[config.mk]
export PLATFORM = sky130hd
export DESIGN_NAME = bus_arbiter_flat
export DESIGN_NICKNAME = d
export VERILOG_FILES = /design/src/rtl/bus_arbiter_if.sv /design/src/rtl/bus_arbiter.sv /design/src/flat_wrapper.sv
export SDC_FILE = /design/constraint.sdc
export NUM_CORES = 1
export LEC_CHECK = 0
export BUFFER_PORTS_ARGS = -buffer_cell sky130_fd_sc_hd__buf_4
export CORE_ASPECT_RATIO = 2
export CORE_MARGIN = 2
export CORE_UTILIZATION = 40
export DETAILED_ROUTE_END_ITERATION = 7
export PLACE_DENSITY_LB_ADDON = 0.08
export SYNTH_ARGS = -nofsm -noshare
export SYNTH_HDL_FRONTEND = slang
export SYNTH_SLANG_ARGS = --single-unit
export TNS_END_PERCENT = 10
[constraint.sdc]
create_clock -name clock -period 1.88 [get_ports clock]
set_input_delay 0.376 -clock clock [delete_from_list [all_inputs] [get_ports clock]]
set_output_delay 0.376 -clock clock [all_outputs]
set_load 0.005 [all_outputs]
[src/rtl/bus_arbiter_if.sv]
// Signal bundle between the core's fetch/data ports, the arbiter and the memory bus.
// "master" is the arbiter's view; "slave" is the view of the core plus memory around it.
interface bus_arbiter_if;
  logic        ibus_req;
  logic [31:0] ibus_addr;
  logic        ibus_ack;
  logic [31:0] ibus_rdata;

  logic        dbus_req;
  logic        dbus_we;
  logic [31:0] dbus_addr;
  logic [31:0] dbus_wdata;
  logic [3:0]  dbus_byte_enable;
  logic        dbus_ack;
  logic [31:0] dbus_rdata;

  logic        mem_valid;
  logic        mem_we;
  logic [31:0] mem_addr;
  logic [31:0] mem_wdata;
  logic [3:0]  mem_byte_enable;
  logic        mem_ready;
  logic [31:0] mem_rdata;

  logic        bus_error;

  modport master (
    input  ibus_req, ibus_addr,
    output ibus_ack, ibus_rdata,
    input  dbus_req, dbus_we, dbus_addr, dbus_wdata, dbus_byte_enable,
    output dbus_ack, dbus_rdata,
    output mem_valid, mem_we, mem_addr, mem_wdata, mem_byte_enable,
    input  mem_ready, mem_rdata,
    output bus_error
  );

  modport slave (
    output ibus_req, ibus_addr,
    input  ibus_ack, ibus_rdata,
    output dbus_req, dbus_we, dbus_addr, dbus_wdata, dbus_byte_enable,
    input  dbus_ack, dbus_rdata,
    input  mem_valid, mem_we, mem_addr, mem_wdata, mem_byte_enable,
    output mem_ready, mem_rdata,
    input  bus_error
  );
endinterface

[src/rtl/bus_arbiter.sv]
// Round-robin arbiter serialising the core's fetch and data ports onto a single
// valid/ready memory bus, with a per-transaction wait timeout.
module bus_arbiter #(
  parameter int TIMEOUT_CYCLES = 16
) (
  input logic           clock,
  input logic           reset,
  bus_arbiter_if.master bus
);

  localparam bit         TIMEOUT_EN   = (TIMEOUT_CYCLES != 0);
  localparam logic [7:0] TIMEOUT_LAST = 8'(TIMEOUT_CYCLES - 1);

  typedef enum logic [1:0] {
    IDLE,
    BUSY_I,
    BUSY_D
  } state_t;

  state_t     state;
  state_t     state_next;
  logic       last_grant_d;
  logic       last_grant_d_next;
  logic [7:0] wait_count;
  logic       i_eligible;
  logic       d_eligible;
  logic       grant_i;
  logic       grant_d;
  logic       finish_ok;
  logic       finish_abort;

  always_ff @(posedge clock) begin
    if (reset) begin
      state        <= IDLE;
      last_grant_d <= 1'b1;
    end else begin
      state        <= state_next;
      last_grant_d <= last_grant_d_next;
    end
  end

  // A port whose ack is on the wire this cycle is still holding its old request, so it is not eligible.
  always_comb begin
    state_next        = state;
    last_grant_d_next = last_grant_d;
    grant_i           = 1'b0;
    grant_d           = 1'b0;
    finish_ok         = 1'b0;
    finish_abort      = 1'b0;
    i_eligible        = bus.ibus_req && !bus.ibus_ack;
    d_eligible        = bus.dbus_req && !bus.dbus_ack;
    case (state)
      IDLE: begin
        if (i_eligible && (!d_eligible || last_grant_d)) begin
          grant_i           = 1'b1;
          state_next        = BUSY_I;
          last_grant_d_next = 1'b0;
        end else if (d_eligible) begin
          grant_d           = 1'b1;
          state_next        = BUSY_D;
          last_grant_d_next = 1'b1;
        end
      end
      BUSY_I, BUSY_D: begin
        if (bus.mem_ready) begin
          finish_ok  = 1'b1;
          state_next = IDLE;
        end else if (TIMEOUT_EN && wait_count == TIMEOUT_LAST) begin
          finish_abort = 1'b1;
          state_next   = IDLE;
        end
      end
      default: state_next = IDLE;
    endcase
  end

  assign bus.mem_valid = (state != IDLE);

  // Bus registers are loaded only on grant, so they stay frozen for the whole transaction.
  always_ff @(posedge clock) begin
    if (reset) begin
      wait_count          <= '0;
      bus.mem_we          <= 1'b0;
      bus.mem_addr        <= '0;
      bus.mem_wdata       <= '0;
      bus.mem_byte_enable <= '0;
      bus.ibus_ack        <= 1'b0;
      bus.ibus_rdata      <= '0;
      bus.dbus_ack        <= 1'b0;
      bus.dbus_rdata      <= '0;
      bus.bus_error       <= 1'b0;
    end else begin
      bus.ibus_ack  <= (state == BUSY_I) && (finish_ok || finish_abort);
      bus.dbus_ack  <= (state == BUSY_D) && (finish_ok || finish_abort);
      bus.bus_error <= finish_abort;

      if (grant_i) begin
        wait_count          <= '0;
        bus.mem_we          <= 1'b0;
        bus.mem_addr        <= bus.ibus_addr;
        bus.mem_wdata       <= '0;
        bus.mem_byte_enable <= 4'b1111;
      end else if (grant_d) begin
        wait_count          <= '0;
        bus.mem_we          <= bus.dbus_we;
        bus.mem_addr        <= bus.dbus_addr;
        bus.mem_wdata       <= bus.dbus_wdata;
        bus.mem_byte_enable <= bus.dbus_byte_enable;
      end else if (state != IDLE && !bus.mem_ready) begin
        wait_count <= wait_count + 8'd1;
      end

      if (state == BUSY_I) begin
        if (finish_ok) begin
          bus.ibus_rdata <= bus.mem_rdata;
        end else if (finish_abort) begin
          bus.ibus_rdata <= '0;
        end
      end

      if (state == BUSY_D) begin
        if (finish_ok && !bus.mem_we) begin
          bus.dbus_rdata <= bus.mem_rdata;
        end else if (finish_abort) begin
          bus.dbus_rdata <= '0;
        end
      end
    end
  end

endmodule

[src/flat_wrapper.sv]
// flat-port wrapper written by rule: the top's interface ports become plain ports
module bus_arbiter_flat 
#(
  parameter int TIMEOUT_CYCLES = 16
)
  (clock, reset, bus_ibus_req, bus_ibus_addr, bus_ibus_ack, bus_ibus_rdata, bus_dbus_req, bus_dbus_we, bus_dbus_addr, bus_dbus_wdata, bus_dbus_byte_enable, bus_dbus_ack, bus_dbus_rdata, bus_mem_valid, bus_mem_we, bus_mem_addr, bus_mem_wdata, bus_mem_byte_enable, bus_mem_ready, bus_mem_rdata, bus_bus_error);
  bus_arbiter_if bus_i ();
  input logic clock;
  input logic reset;
  input wire logic [$bits(bus_i.ibus_req)-1:0] bus_ibus_req;
  input wire logic [$bits(bus_i.ibus_addr)-1:0] bus_ibus_addr;
  output wire logic [$bits(bus_i.ibus_ack)-1:0] bus_ibus_ack;
  output wire logic [$bits(bus_i.ibus_rdata)-1:0] bus_ibus_rdata;
  input wire logic [$bits(bus_i.dbus_req)-1:0] bus_dbus_req;
  input wire logic [$bits(bus_i.dbus_we)-1:0] bus_dbus_we;
  input wire logic [$bits(bus_i.dbus_addr)-1:0] bus_dbus_addr;
  input wire logic [$bits(bus_i.dbus_wdata)-1:0] bus_dbus_wdata;
  input wire logic [$bits(bus_i.dbus_byte_enable)-1:0] bus_dbus_byte_enable;
  output wire logic [$bits(bus_i.dbus_ack)-1:0] bus_dbus_ack;
  output wire logic [$bits(bus_i.dbus_rdata)-1:0] bus_dbus_rdata;
  output wire logic [$bits(bus_i.mem_valid)-1:0] bus_mem_valid;
  output wire logic [$bits(bus_i.mem_we)-1:0] bus_mem_we;
  output wire logic [$bits(bus_i.mem_addr)-1:0] bus_mem_addr;
  output wire logic [$bits(bus_i.mem_wdata)-1:0] bus_mem_wdata;
  output wire logic [$bits(bus_i.mem_byte_enable)-1:0] bus_mem_byte_enable;
  input wire logic [$bits(bus_i.mem_ready)-1:0] bus_mem_ready;
  input wire logic [$bits(bus_i.mem_rdata)-1:0] bus_mem_rdata;
  output wire logic [$bits(bus_i.bus_error)-1:0] bus_bus_error;
  assign bus_i.ibus_req = bus_ibus_req;
  assign bus_i.ibus_addr = bus_ibus_addr;
  assign bus_ibus_ack = bus_i.ibus_ack;
  assign bus_ibus_rdata = bus_i.ibus_rdata;
  assign bus_i.dbus_req = bus_dbus_req;
  assign bus_i.dbus_we = bus_dbus_we;
  assign bus_i.dbus_addr = bus_dbus_addr;
  assign bus_i.dbus_wdata = bus_dbus_wdata;
  assign bus_i.dbus_byte_enable = bus_dbus_byte_enable;
  assign bus_dbus_ack = bus_i.dbus_ack;
  assign bus_dbus_rdata = bus_i.dbus_rdata;
  assign bus_mem_valid = bus_i.mem_valid;
  assign bus_mem_we = bus_i.mem_we;
  assign bus_mem_addr = bus_i.mem_addr;
  assign bus_mem_wdata = bus_i.mem_wdata;
  assign bus_mem_byte_enable = bus_i.mem_byte_enable;
  assign bus_i.mem_ready = bus_mem_ready;
  assign bus_i.mem_rdata = bus_mem_rdata;
  assign bus_bus_error = bus_i.bus_error;
  bus_arbiter #(.TIMEOUT_CYCLES(TIMEOUT_CYCLES)) u_core (.clock(clock), .reset(reset), .bus(bus_i));
endmodule
# After elaboration in Yosys (flattened, before gate mapping)
# Index checks and enable logic that the tools add are counted.
# word_totals
output_inout_bits,137
elab_cells,69
inputBits,138
reg_bits,147
# op_classes
eq_ne,5
muxes,24
n_reduce_logical,27
n_addsub,1
# ops
op,n
$mux 32,5
$mux 1,12
$reduce_bool 2->1,5
$add 8x1->8 const B,1
$eq 8x4->1 const B,1
$mux 2,4
$mux 4,2
$reduce_and 2->1,4
$logic_and 1x1->1,7
$logic_not 1->1,5
$pmux 2 s2,1
$reduce_or 2->1,2
$ne 3x1->1 const B,1
$ne 3x2->1 const B,1
$reduce_or 3->1,1
$eq 2x1->1 const B,1
$eq 2x2->1 const B,1
$logic_not 2->1,1
$logic_or 1x1->1,2

# Logic depth before layout (Yosys ltp)
# logic_depth
word_depth,9
mapped_depth,9
depth_no_buf,6

# Worst setup path before layout
# Ideal clock, no wire load.
# synth_timing
path_kind,register to register
start,register u_core.state[0]
end,register u_core.bus.mem_addr[11]
stages_incl_launch_ff,9
arrival_time_ns,1.560
required_ns,1.742
setup_slack_ns,0.183
path_buffers,2
cell_sequence,dfxtp_1 > inv_1 > ha_1 > buf_2 > nand3b_1 > a21oi_2 > buf_2 > mux2i_1 > a211oi_1
# synth_via
elab_chain_len,3
# synth_lines
item,line_no,source
start: declaration,bus_arbiter.sv:20,state_t state;
start signal: assignment,bus_arbiter.sv:37,state <= state_next;
$logic_not 2->1 *,bus_arbiter.sv:52,case (state)
$mux 1,bus_arbiter.sv:52,
$mux 32 or $reduce_bool 2->1 (tied branches),-,
end signal: assignment,bus_arbiter.sv:100,bus.mem_addr <= bus.ibus_addr;
end signal: assignment,bus_arbiter.sv:106,bus.mem_addr <= bus.dbus_addr;
end: declaration,bus_arbiter_if.sv:32,"output mem_valid, mem_we, mem_addr, mem_wdata, mem_byte_enable,"
# Mark *: on every way between the ends. The rest lies on a longest branch, timed or not.
# A chain may end at the register's enable or synchronous reset.

# Final worst setup path
# layout_timing
start,register u_core.state[0]
end,output bus_mem_valid
# layout_via
elab_chain_len,1
# layout_lines
item,line_no,source
$reduce_bool 2->1,bus_arbiter.sv:77,assign bus.mem_valid = (state != IDLE);
end: declaration,flat_wrapper.sv:21,output wire logic [$bits(bus_i.mem_valid)-1:0] bus_mem_valid;
# No other way between the ends.

==> flow_summary.ini <==
[run_status]
outcome = completed

[synthesis]
syn_nets = 672
synth_top_flop_cell = sky130_fd_sc_hd__dfxtp_1
yosys.area_share.adder_pct = 0.925
yosys-mux-area-fraction_pct = 5.92
netlist.top_cell.by_area = sky130_fd_sc_hd__dfxtp_1
async_flop_share_pct = 0
synthCells = 530
synth.area.top_cells = sky130_fd_sc_hd__dfxtp_1, sky130_fd_sc_hd__a22o_1, sky130_fd_sc_hd__mux2i_1, sky130_fd_sc_hd__nand2_1, sky130_fd_sc_hd__a211oi_1
yosysWarnings = 0
flop_and_latch_count_out_of_synthesis = 147
synth_top_area_share_pct = 54.4
post-synth-top-count-cell = sky130_fd_sc_hd__dfxtp_1
synth_compound_gate_area_share_pct = 21.5
netlist_area_um2 = 5410
synth_enable_flop_cells = 0
synth.distinct_cells = 44
synthesis.area_per_instance_um2 = 10.2
synth_sequential_area_ratio_pct = 54.4
synth_top_family_by_area = compound AO/OA/AOI/OAI gates
synth_common_cells = sky130_fd_sc_hd__dfxtp_1, sky130_fd_sc_hd__nand2_1, sky130_fd_sc_hd__a22o_1
yosys.area_share.xor_xnor_pct = 0.648
post_synth_and_or_nand_nor_area_fraction_pct = 11.6

[power_and_ir_drop]
power.ir.vdd_worst_uv = 618
total_switching_power_mw = 2.12
pwr_density_cell_nw_per_um2 = 987
internal-power_mw = 5.97
share_clk_of_total_power_pct = 40.2
power_frac_comb_pct = 17.4
p_sw_share_pct = 26.2
p_leak_nw = 3.72
sequentialPowerShare_pct = 42.4

[critical_path]
worst_setup_path_end_kind = primary output
worst_setup_path_endpoint = bus_mem_valid
reg2reg_from = u_core.wait_count[7]
worst_ep_arrival_time_ps = 1420
setup.worst_path.start_class = flip-flop
reg2reg_slack_ps = 120
timing.critical_path.fanout_max = 6
critPathKind = flip-flop to primary output
crit_path_start = u_core.state[0]
timing.critical_path.required_ps = 1500
timing.reg2reg.worst_path_depth = 5
regToRegEndpoint = u_core.bus.dbus_rdata[19]

[global_route]
globalRouteOverflowTotal = 0
number_of_antenna_violations_at_the_first_check_in_global_routing = 0
globalRouteTotalUtil_pct = 21.2
grt_first_pass_wirelength_mm = 24.5
grt_max_degree = 42
number_of_global_route_vias_before_repair = 5044

[worst_hold_path]
hp-class = primary input to flip-flop

[routing]
post_drt_via_cell_ratio = 5.19
drt_pass1_iterations = 4
routedWlPerCell_um = 16.2
drt-initial-drc-count = 121
totalWireLength_mm = 15.6
detail-route-antenna-nets = 0
vias_post_dr = 5000
detail_route.drc_violations = 0

[floorplanning]
start_util_pct = 40.5
die-height_um = 168
ios = 275
die_x_um = 86.2
die_area_um2 = 14500
rows = 60
core_region_area_um2 = 13400

[timing]
timing_worst_slew_pin_value_ps = 584
hold_violation_total_from_the_final_report = 0
timing.slew.headroom_pct = 61.0
timing.final.ws_setup_ps = 87.4
final-setup-viol-count = 0
maxClockFrequency_mhz = 558
hold_slack_ps = 179
tns_ps = 0
clock_skew_ps = 12.9
min_period_over_period_pct = 95.4
period_needed_ps = 1790
slew_violations = 0
rsz0062_at_grt = no

[placement]
detailed_place_hpwl_mm = 11.7
gp_congestion = 0.788
placed_area_um2 = 7620
numPortBuffers = 274
place_ws_ps = -61.6

[layout]
multi_input_comb_area_um2 = 2210
diodes = 0
ff_latch_area_um2 = 2940
filler_cell_count = 1154
fin_util_pct = 61.4
nNetsFinal = 937
area_growth_pct = 51.6
fin_area_um2 = 8200
final_layout_size_suffix_gt1_share_pct = 41.5

[cts]
h-tree-depth = 4
clock_insertion_delay_worst_skew_ps = 420
post_cts_hold_buffer_count = 0
clockRootBuffer = sky130_fd_sc_hd__clkbuf_16
worst_setup_hold_path_clk_slew_ps = 70
clock-sinks = 147
number_of_buffers_inserted_during_clock_tree_synthesis = 17
cts_tree = built
cts_post_setup_buffers_inserted = 0
cts-root-to-sink-buffers = 2

[run]
maxCapViolCount = 0
registers in the layout, summed over array words and instances (netlist names):
name	flops
u_core.state	2
u_core.bus.mem_byte_enable	4
u_core.bus.dbus_rdata	32
u_core.bus.ibus_ack	1
u_core.wait_count	8
u_core.last_grant_d	1
u_core.bus.mem_we	1
u_core.bus.mem_addr	32
u_core.bus.mem_wdata	32
u_core.bus.bus_error	1
u_core.bus.dbus_ack	1
u_core.bus.ibus_rdata	32
what timing repair did:
action	CTS	global route
setup endpoints to repair	1	31
cloned	0	0
endpoints found under the hold margin	0	0
gates resized for setup	1	3
power groups by stage:
stage | sequential [mW] | combinational [mW] | clock (mW)
after floorplan | 3.50 | 0.655 | 0
after global placement | 3.49 | 1.39 | 0
after detailed placement | 3.49 | 1.42 | 0
after CTS | 3.43 | 1.42 | 3.34
after global routing | 3.45 | 1.55 | 3.46
final | 3.43 | 1.41 | 3.26
routing by layer:
layer / vias to the layer above / wire length, um / track usage [%]
li1: 2433 / - / -
met1: 2342 / 5590 / 21.4
met2: 193 / 8320 / 38.3
met3: 32 / 1140 / 6.05
met4: 0 / 590 / 11.5
met5: - / 0 / 0
worst max-delay path, stage by stage (launching register included):
cell,delay [ps]
sky130_fd_sc_hd__dfxtp_1,350
sky130_fd_sc_hd__inv_1,70
sky130_fd_sc_hd__ha_2,220
sky130_fd_sc_hd__buf_4,160
sky130_fd_sc_hd__inv_2,90
sky130_fd_sc_hd__buf_4,110
through the flow:
stage | power, mW | instances
6_report | 8.10 | 963
2_1_floorplan | 4.15 | 530
3_5_place_dp | 4.91 | 931
4_1_cts | 8.19 | 963
3_3_place_gp | 4.88 | 931
5_1_grt | 8.46 | 963
cells by family (layout without fill, tap and decap cells):
logic type | count (synthesis) | after routing
adders and majority gates | 4 | 4
and+or+nand+nor | 141 | 141
muxes | 32 | 32
xor gates and xnor gates | 4 | 4
AOI/OAI and AO/OA | 154 | 154
buffers and inverters | 48 | 326
DFF | 147 | 147
worst min-delay path by stage:
stage / startpoint / cells past startpoint / end / slack (ps)
after floorplan: u_core.bus.mem_wdata[0] / 2 / u_core.bus.mem_wdata[0] / 450
after global placement: u_core.bus.mem_wdata[8] / 2 / u_core.bus.mem_wdata[8] / 440
after detailed placement: u_core.bus.mem_wdata[23] / 2 / u_core.bus.mem_wdata[23] / 450
after CTS: bus_mem_rdata[24] / 2 / u_core.bus.dbus_rdata[24] / 160
after global routing: bus_mem_rdata[27] / 2 / u_core.bus.ibus_rdata[27] / 170
final: bus_mem_rdata[24] / 2 / u_core.bus.dbus_rdata[24] / 180
layout make-up:
cell class	count	area share [%]
Timing Repair Buffer	289	27.5
Clock buffer	20	5.57
Clock inverter	12	1.46
Sequential cell	147	35.9
Multi-Input combinational cell	335	27.0
Tap cell	155	2.36
Inverter	5	0.229
cell usage in the layout, fill, tap and decap left out, drive strengths merged:
cell	count
xor2	4
buf	289
and3	6
a21o	1
clkbuf	20
and2	1
or2	1
o21a	1
nand4	3
mux2i	32
nand2	68
nor3	6
a22o	64
o22ai	4
clkinv	1
inv	10
ha	4
or3	3
a311oi	2
o21ai	6
nor2	41
a31oi	2
clkinvlp	5
nand3b	3
dfxtp	147
nand3	2
o31ai	2
or4	1
a21oi	39
bufinv	1
nor2b	4
o211a	1
a211oi	32
nand2b	2
Power figures use the tool's default switching activity.
